<file path="config.mk">
export PLATFORM = sky130hd
export DESIGN_NAME = handshake_constant_seq_flat
export DESIGN_NICKNAME = d
export VERILOG_FILES = /design/src/rtl/handshake_constant_seq_if.sv /design/src/rtl/handshake_constant_seq.sv /design/src/flat_wrapper.sv
export SDC_FILE = /design/constraint.sdc
export NUM_CORES = 1
export LEC_CHECK = 0
export ABC_AREA = 1
export BUFFER_PORTS_ARGS = -buffer_cell sky130_fd_sc_hd__buf_2
export CAP_MARGIN = 20
export CORE_AREA = 2 2 39 41
export DETAILED_ROUTE_END_ITERATION = 8
export DIE_AREA = 0 0 41 43
export PLACE_DENSITY_LB_ADDON = 0.1
export RECOVER_POWER = 100
export SYNTH_ARGS = -nofsm -noshare
export SYNTH_HDL_FRONTEND = slang
export SYNTH_SLANG_ARGS = --single-unit
</file>
<file path="constraint.sdc">
create_clock -name clk -period 1 [get_ports clk]
set_input_delay 0.2 -clock clk [delete_from_list [all_inputs] [get_ports clk]]
set_output_delay 0.2 -clock clk [all_outputs]
set_load 0.1 [all_outputs]
</file>
<file path="src/rtl/handshake_constant_seq_if.sv">
// Handshake bundle for handshake_constant_seq.
//
// Groups the control-token channel, the restart request and the registered output channel.
//   master : the side that offers tokens, requests restarts and consumes words (e.g. a bench).
//   slave  : the sequencer itself; it drives ctrl_ready, outs, outs_valid, outs_last and idx.
//
// Parameters
//   DATA_WIDTH : width of each output word.
//   IW         : index width, max(1, clog2(DEPTH)) of the attached sequencer.
interface handshake_constant_seq_if #(
  parameter int unsigned DATA_WIDTH = 32,
  parameter int unsigned IW         = 2
);

  logic                  ctrl_valid;
  logic                  ctrl_ready;
  logic                  seq_restart;
  logic [DATA_WIDTH-1:0] outs;
  logic                  outs_valid;
  logic                  outs_ready;
  logic                  outs_last;
  logic [IW-1:0]         idx;

  modport master (
    output ctrl_valid,
    output seq_restart,
    output outs_ready,
    input  ctrl_ready,
    input  outs,
    input  outs_valid,
    input  outs_last,
    input  idx
  );

  modport slave (
    input  ctrl_valid,
    input  seq_restart,
    input  outs_ready,
    output ctrl_ready,
    output outs,
    output outs_valid,
    output outs_last,
    output idx
  );

endinterface

</file>
<file path="src/rtl/handshake_constant_seq.sv">
// Handshake-driven constant sequencer.
//
// Each accepted control token loads the next word of a constant table into a single registered
// output slot. The table index advances per token and either wraps or saturates at the last
// entry; seq_restart returns it to entry 0 without touching a word already held in the slot.
//
// Ports
//   clk : sole clock, rising edge.
//   rst : asynchronous active-low reset.
//   bus : slave side of handshake_constant_seq_if
//         ctrl_valid/ctrl_ready : control token handshake (ctrl_ready = !outs_valid | outs_ready)
//         seq_restart           : synchronous index restart
//         outs/outs_valid/outs_ready/outs_last : registered word channel, last = entry DEPTH-1
//         idx                   : index of the next entry to be emitted
//
// Parameters
//   DATA_WIDTH : word width.
//   DEPTH      : table entries, 1..256.
//   VALUES     : packed table, entry k at [k*DATA_WIDTH +: DATA_WIDTH].
//   WRAP       : 1 = index wraps DEPTH-1 -> 0, 0 = index saturates at DEPTH-1.
module handshake_constant_seq #(
  parameter int unsigned                  DATA_WIDTH = 32,
  parameter int unsigned                  DEPTH      = 4,
  parameter logic [DEPTH*DATA_WIDTH-1:0]  VALUES     = '0,
  parameter bit                           WRAP       = 1'b1
) (
  input logic                     clk,
  input logic                     rst,
  handshake_constant_seq_if.slave bus
);

  localparam int unsigned IW      = (DEPTH > 1) ? $clog2(DEPTH) : 1;
  localparam logic [IW-1:0] LastIdx = IW'(DEPTH - 1);

  logic [DATA_WIDTH-1:0] outs_q, outs_d;
  logic                  outs_valid_q, outs_valid_d;
  logic                  outs_last_q, outs_last_d;
  logic [IW-1:0]         idx_q, idx_d;

  logic                  ctrl_ready;
  logic                  accept;
  logic                  emit;
  logic [DATA_WIDTH-1:0] entry_word;

  // The only combinational input-to-output path: outs_ready -> ctrl_ready.
  assign ctrl_ready = ~outs_valid_q | bus.outs_ready;
  assign accept     = bus.ctrl_valid & ctrl_ready;
  assign emit       = outs_valid_q & bus.outs_ready;

  // Table lookup by current index; out-of-range indices cannot occur but decode to zero.
  always_comb begin
    entry_word = '0;
    for (int k = 0; k < int'(DEPTH); k++) begin
      if (idx_q == IW'(k)) begin
        entry_word = VALUES[k*DATA_WIDTH +: DATA_WIDTH];
      end
    end
  end

  // Output slot: accept reloads (covering emit+accept with no bubble), emit alone drains.
  always_comb begin
    outs_d       = outs_q;
    outs_valid_d = outs_valid_q;
    outs_last_d  = outs_last_q;
    if (accept) begin
      outs_d       = entry_word;
      outs_last_d  = (idx_q == LastIdx);
      outs_valid_d = 1'b1;
    end else if (emit) begin
      outs_valid_d = 1'b0;
    end
  end

  // Index: restart wins over advance; the accepted token already used the pre-restart index.
  always_comb begin
    idx_d = idx_q;
    if (bus.seq_restart) begin
      idx_d = '0;
    end else if (accept) begin
      if (idx_q < LastIdx) begin
        idx_d = idx_q + IW'(1);
      end else if (WRAP) begin
        idx_d = '0;
      end else begin
        idx_d = LastIdx;
      end
    end
  end

  always_ff @(posedge clk or negedge rst) begin
    if (!rst) begin
      outs_q       <= '0;
      outs_valid_q <= 1'b0;
      outs_last_q  <= 1'b0;
      idx_q        <= '0;
    end else begin
      outs_q       <= outs_d;
      outs_valid_q <= outs_valid_d;
      outs_last_q  <= outs_last_d;
      idx_q        <= idx_d;
    end
  end

  assign bus.ctrl_ready = ctrl_ready;
  assign bus.outs       = outs_q;
  assign bus.outs_valid = outs_valid_q;
  assign bus.outs_last  = outs_last_q;
  assign bus.idx        = idx_q;

endmodule

</file>
<file path="src/flat_wrapper.sv">
// flat-port wrapper written by rule: the top's interface ports become plain ports
module handshake_constant_seq_flat 
#(
  parameter int unsigned                  DATA_WIDTH = 32,
  parameter int unsigned                  DEPTH      = 4,
  parameter logic [DEPTH*DATA_WIDTH-1:0]  VALUES     = '0,
  parameter bit                           WRAP       = 1'b1
)
  (clk, rst, bus_ctrl_valid, bus_seq_restart, bus_outs_ready, bus_ctrl_ready, bus_outs, bus_outs_valid, bus_outs_last, bus_idx);
  handshake_constant_seq_if #(.DATA_WIDTH(DATA_WIDTH), .IW(2)) bus_i ();
  input logic clk;
  input logic rst;
  input wire logic [$bits(bus_i.ctrl_valid)-1:0] bus_ctrl_valid;
  input wire logic [$bits(bus_i.seq_restart)-1:0] bus_seq_restart;
  input wire logic [$bits(bus_i.outs_ready)-1:0] bus_outs_ready;
  output wire logic [$bits(bus_i.ctrl_ready)-1:0] bus_ctrl_ready;
  output wire logic [$bits(bus_i.outs)-1:0] bus_outs;
  output wire logic [$bits(bus_i.outs_valid)-1:0] bus_outs_valid;
  output wire logic [$bits(bus_i.outs_last)-1:0] bus_outs_last;
  output wire logic [$bits(bus_i.idx)-1:0] bus_idx;
  assign bus_i.ctrl_valid = bus_ctrl_valid;
  assign bus_i.seq_restart = bus_seq_restart;
  assign bus_i.outs_ready = bus_outs_ready;
  assign bus_ctrl_ready = bus_i.ctrl_ready;
  assign bus_outs = bus_i.outs;
  assign bus_outs_valid = bus_i.outs_valid;
  assign bus_outs_last = bus_i.outs_last;
  assign bus_idx = bus_i.idx;
  handshake_constant_seq #(.DATA_WIDTH(DATA_WIDTH), .DEPTH(DEPTH), .VALUES(VALUES), .WRAP(WRAP)) u_core (.clk(clk), .rst(rst), .bus(bus_i));
endmodule
</file>
==> run summary <==
Vias/cell: 3.24
Crit Path Class: reg2out
Non-Filler Instances: 84
DR WL met2: 301 um
CTS Buffer Depth: 2
Die Ht: 43 um
Crit Path Max Fanout: 2
Worst hold slack: 0.234 ns
Slowest library cell on the worst path: dfrtp_4
Setup Viol. Count Final: 5
Initial Util: 32.3%
Clock Latency Late Sink: 0.23 ns
Skew final: 0.00189 ns
Fin worst setup slack: -0.171 ns
R2R Setup Slk: 0 ns
CTS tree: built
Cell Chain, Critical Path: nand2_8, buf_12
Post-layout util: 39.8%
H-tree Lvls: 1
First-pass GRT wire length: 772 um
Run status: finished with violations
Post-DP Area: 497 um2
Max cap viols: 0
Max stage delay on crit path: 0.51 ns
Wire per inst: 6.98 um
N_diodes: 0
Hold Path Class: in2reg
DRT Pass-1 Iters: 2
Reg clk slew, reported paths: 0.03 ns
Register Area: 113 um2
Initial antenna violation count: 0
Die area: 0.00176 mm2
Post-Route M1 WL: 199 um
Synth Instances: 53
Synth Register Bits: 4
Fin. max-slew vios: 0
Ratio of total power to cell area: 2140 mW/mm2
Failing checks: setup timing
VDD IR max: 0.745 mV
DR vias: 272
Final hold vios: 0
Mean Syn Cell Area: 8.43 um2
Final layout net count: 76
Fillcell total: 162
Sequential area share after synthesis: 22.4%
Die W: 41 um
Met3 Wirelength: 86 um
Top delay family on crit path: flip-flops
Yosys cell types: 11
Gr usage total: 7.03%
Rows: 14
PortBufs: 9
Top layer in use: met3
Inst Count DP: 77
# DRC: 0
Pleak: 0.298 nW
Worst endpoint data arrival time: 0.97 ns
Routability cong.: 0.673
CTS buffer count: 3
Final Cycle Share: 117%
YS warnings: 0
Worst EP required: 0.80 ns
CORE AREA: 0.00138 mm2
Worst Setup End Kind: output port
DRT Wirelength: 586 um
Initial DRC count: 3
Largest net degree at the start of global routing: 6
Dpl hpwl: 492 um
Vias in the first global route: 194
Max Clock Freq: 854 MHz
CP Launch Type: flop
Final Cell Area: 551 um2
Buf/Inv on CP: 1
Area delta synth->final: 23.2%
Multi-input gate area: 236 um2
Top Ports: 42
RSZ-0062 raised after global routing: yes
Layout cells sized above 1: 36.8%
Number of gates resized after cts: 0
Grt ovf: 0
Final ANT Viol Nets: 0
Clk sinks: 4
Final Power: 1.18 mW
CTS root buffer: clkbuf_4
Post-Syn Area: 447 um2
Final Critical Period: 1.17 ns
## per-layer routing
| metal | up-vias | track usage [%] |
|---|---|---|
| met3 | 0 | 4.71 |
| met5 | - | 0 |
| met2 | 19 | 9.06 |
| li1 | 133 | - |
| met4 | 0 | 6.00 |
| met1 | 120 | 7.40 |
## worst paths after layout
kind	startpoint	end	depth (start not counted)
setup reg to reg	u_core.bus.outs_valid	u_core.bus.idx[0]	5
setup / recovery	u_core.bus.outs_valid	bus_ctrl_ready	2
hold / removal	bus_seq_restart	u_core.bus.idx[1]	4
max in group asynchronous	rst	u_core.bus.idx[1]	2
min in group asynchronous	rst	u_core.bus.idx[0]	2
hold reg to reg	u_core.bus.outs_last	u_core.bus.outs_last	2
## worst register-to-register path, delay by kind of cell, from the launching register on
kind / cells / cell delay [ns]
buffers and inverters: 1 / 0.14
DFF: 1 / 0.51
and+or+nand+nor: 4 / 0.24
## synth_stat cells
cell type / n / share of area [%]
nand2_1: 5 / 4.2
conb_1: 1 / 0.84
nand3_2: 2 / 4.5
nor2_1: 1 / 0.84
buf_4: 32 / 54
ha_1: 1 / 2.8
nand4_1: 2 / 2.8
dfrtp_1: 4 / 22
nand2_4: 2 / 5.0
inv_2: 2 / 1.7
nand3_1: 1 / 1.1
## state kept, by name, summed over array words and instances (netlist names)
register,cells
u_core.bus.outs_valid,1
u_core.bus.idx,2
u_core.bus.outs_last,1
## timing repair
item                                   in CTS  in global routing
hold buffers                                1                  0
buffers inserted                            3                  0
setup endpoints to repair                   7                  8
gates cloned                                0                  0
pin swaps                                   1                  1
endpoints found under the hold margin       4                  0
## report_power, final
part / total, mW / switching, mW / internal (mW)
registers: 0.207 / 0.0237 / 0.183
logic: 0.781 / 0.682 / 0.0982
clock network: 0.191 / 0.0573 / 0.134
## layout make-up
class	instances	area share (%)
Clock buffer	3	4.09
Inverter	2	1.36
Multi-Input combinational cell	46	43.0
Sequential cell	4	20.5
Tap cell	16	3.64
Timing Repair Buffer	13	27.5
## metrics by stage
step                TNS, ns  setup slack (ns)
floorplan            -0.676            -0.164
global placement          0           0.00826
detailed placement        0           0.00292
CTS                  -0.605            -0.195
global route         -0.797            -0.206
finish               -0.515            -0.171
## logic make-up after synthesis
| logic type | share of synthesized area, % |
|---|---|
| flip-flops | 22.4 |
| adder cells (fa/ha/maj) | 2.80 |
| AND/OR/NAND/NOR | 18.5 |
| buffers and inverters | 55.5 |
| other | 0.840 |
## cell usage in the layout, fill, tap and decap left out, drive strengths merged
cell type | netlist | final
buf | 32 | 11
clkbuf | 0 | 4
nand2 | 7 | 7
dfrtp | 4 | 4
nor2 | 1 | 1
nand4 | 2 | 2
conb | 1 | 32
nand3 | 3 | 3
dlygate4sd3 | 0 | 1
ha | 1 | 1
inv | 2 | 2
Note: power is estimated with default switching activity, not from simulation.
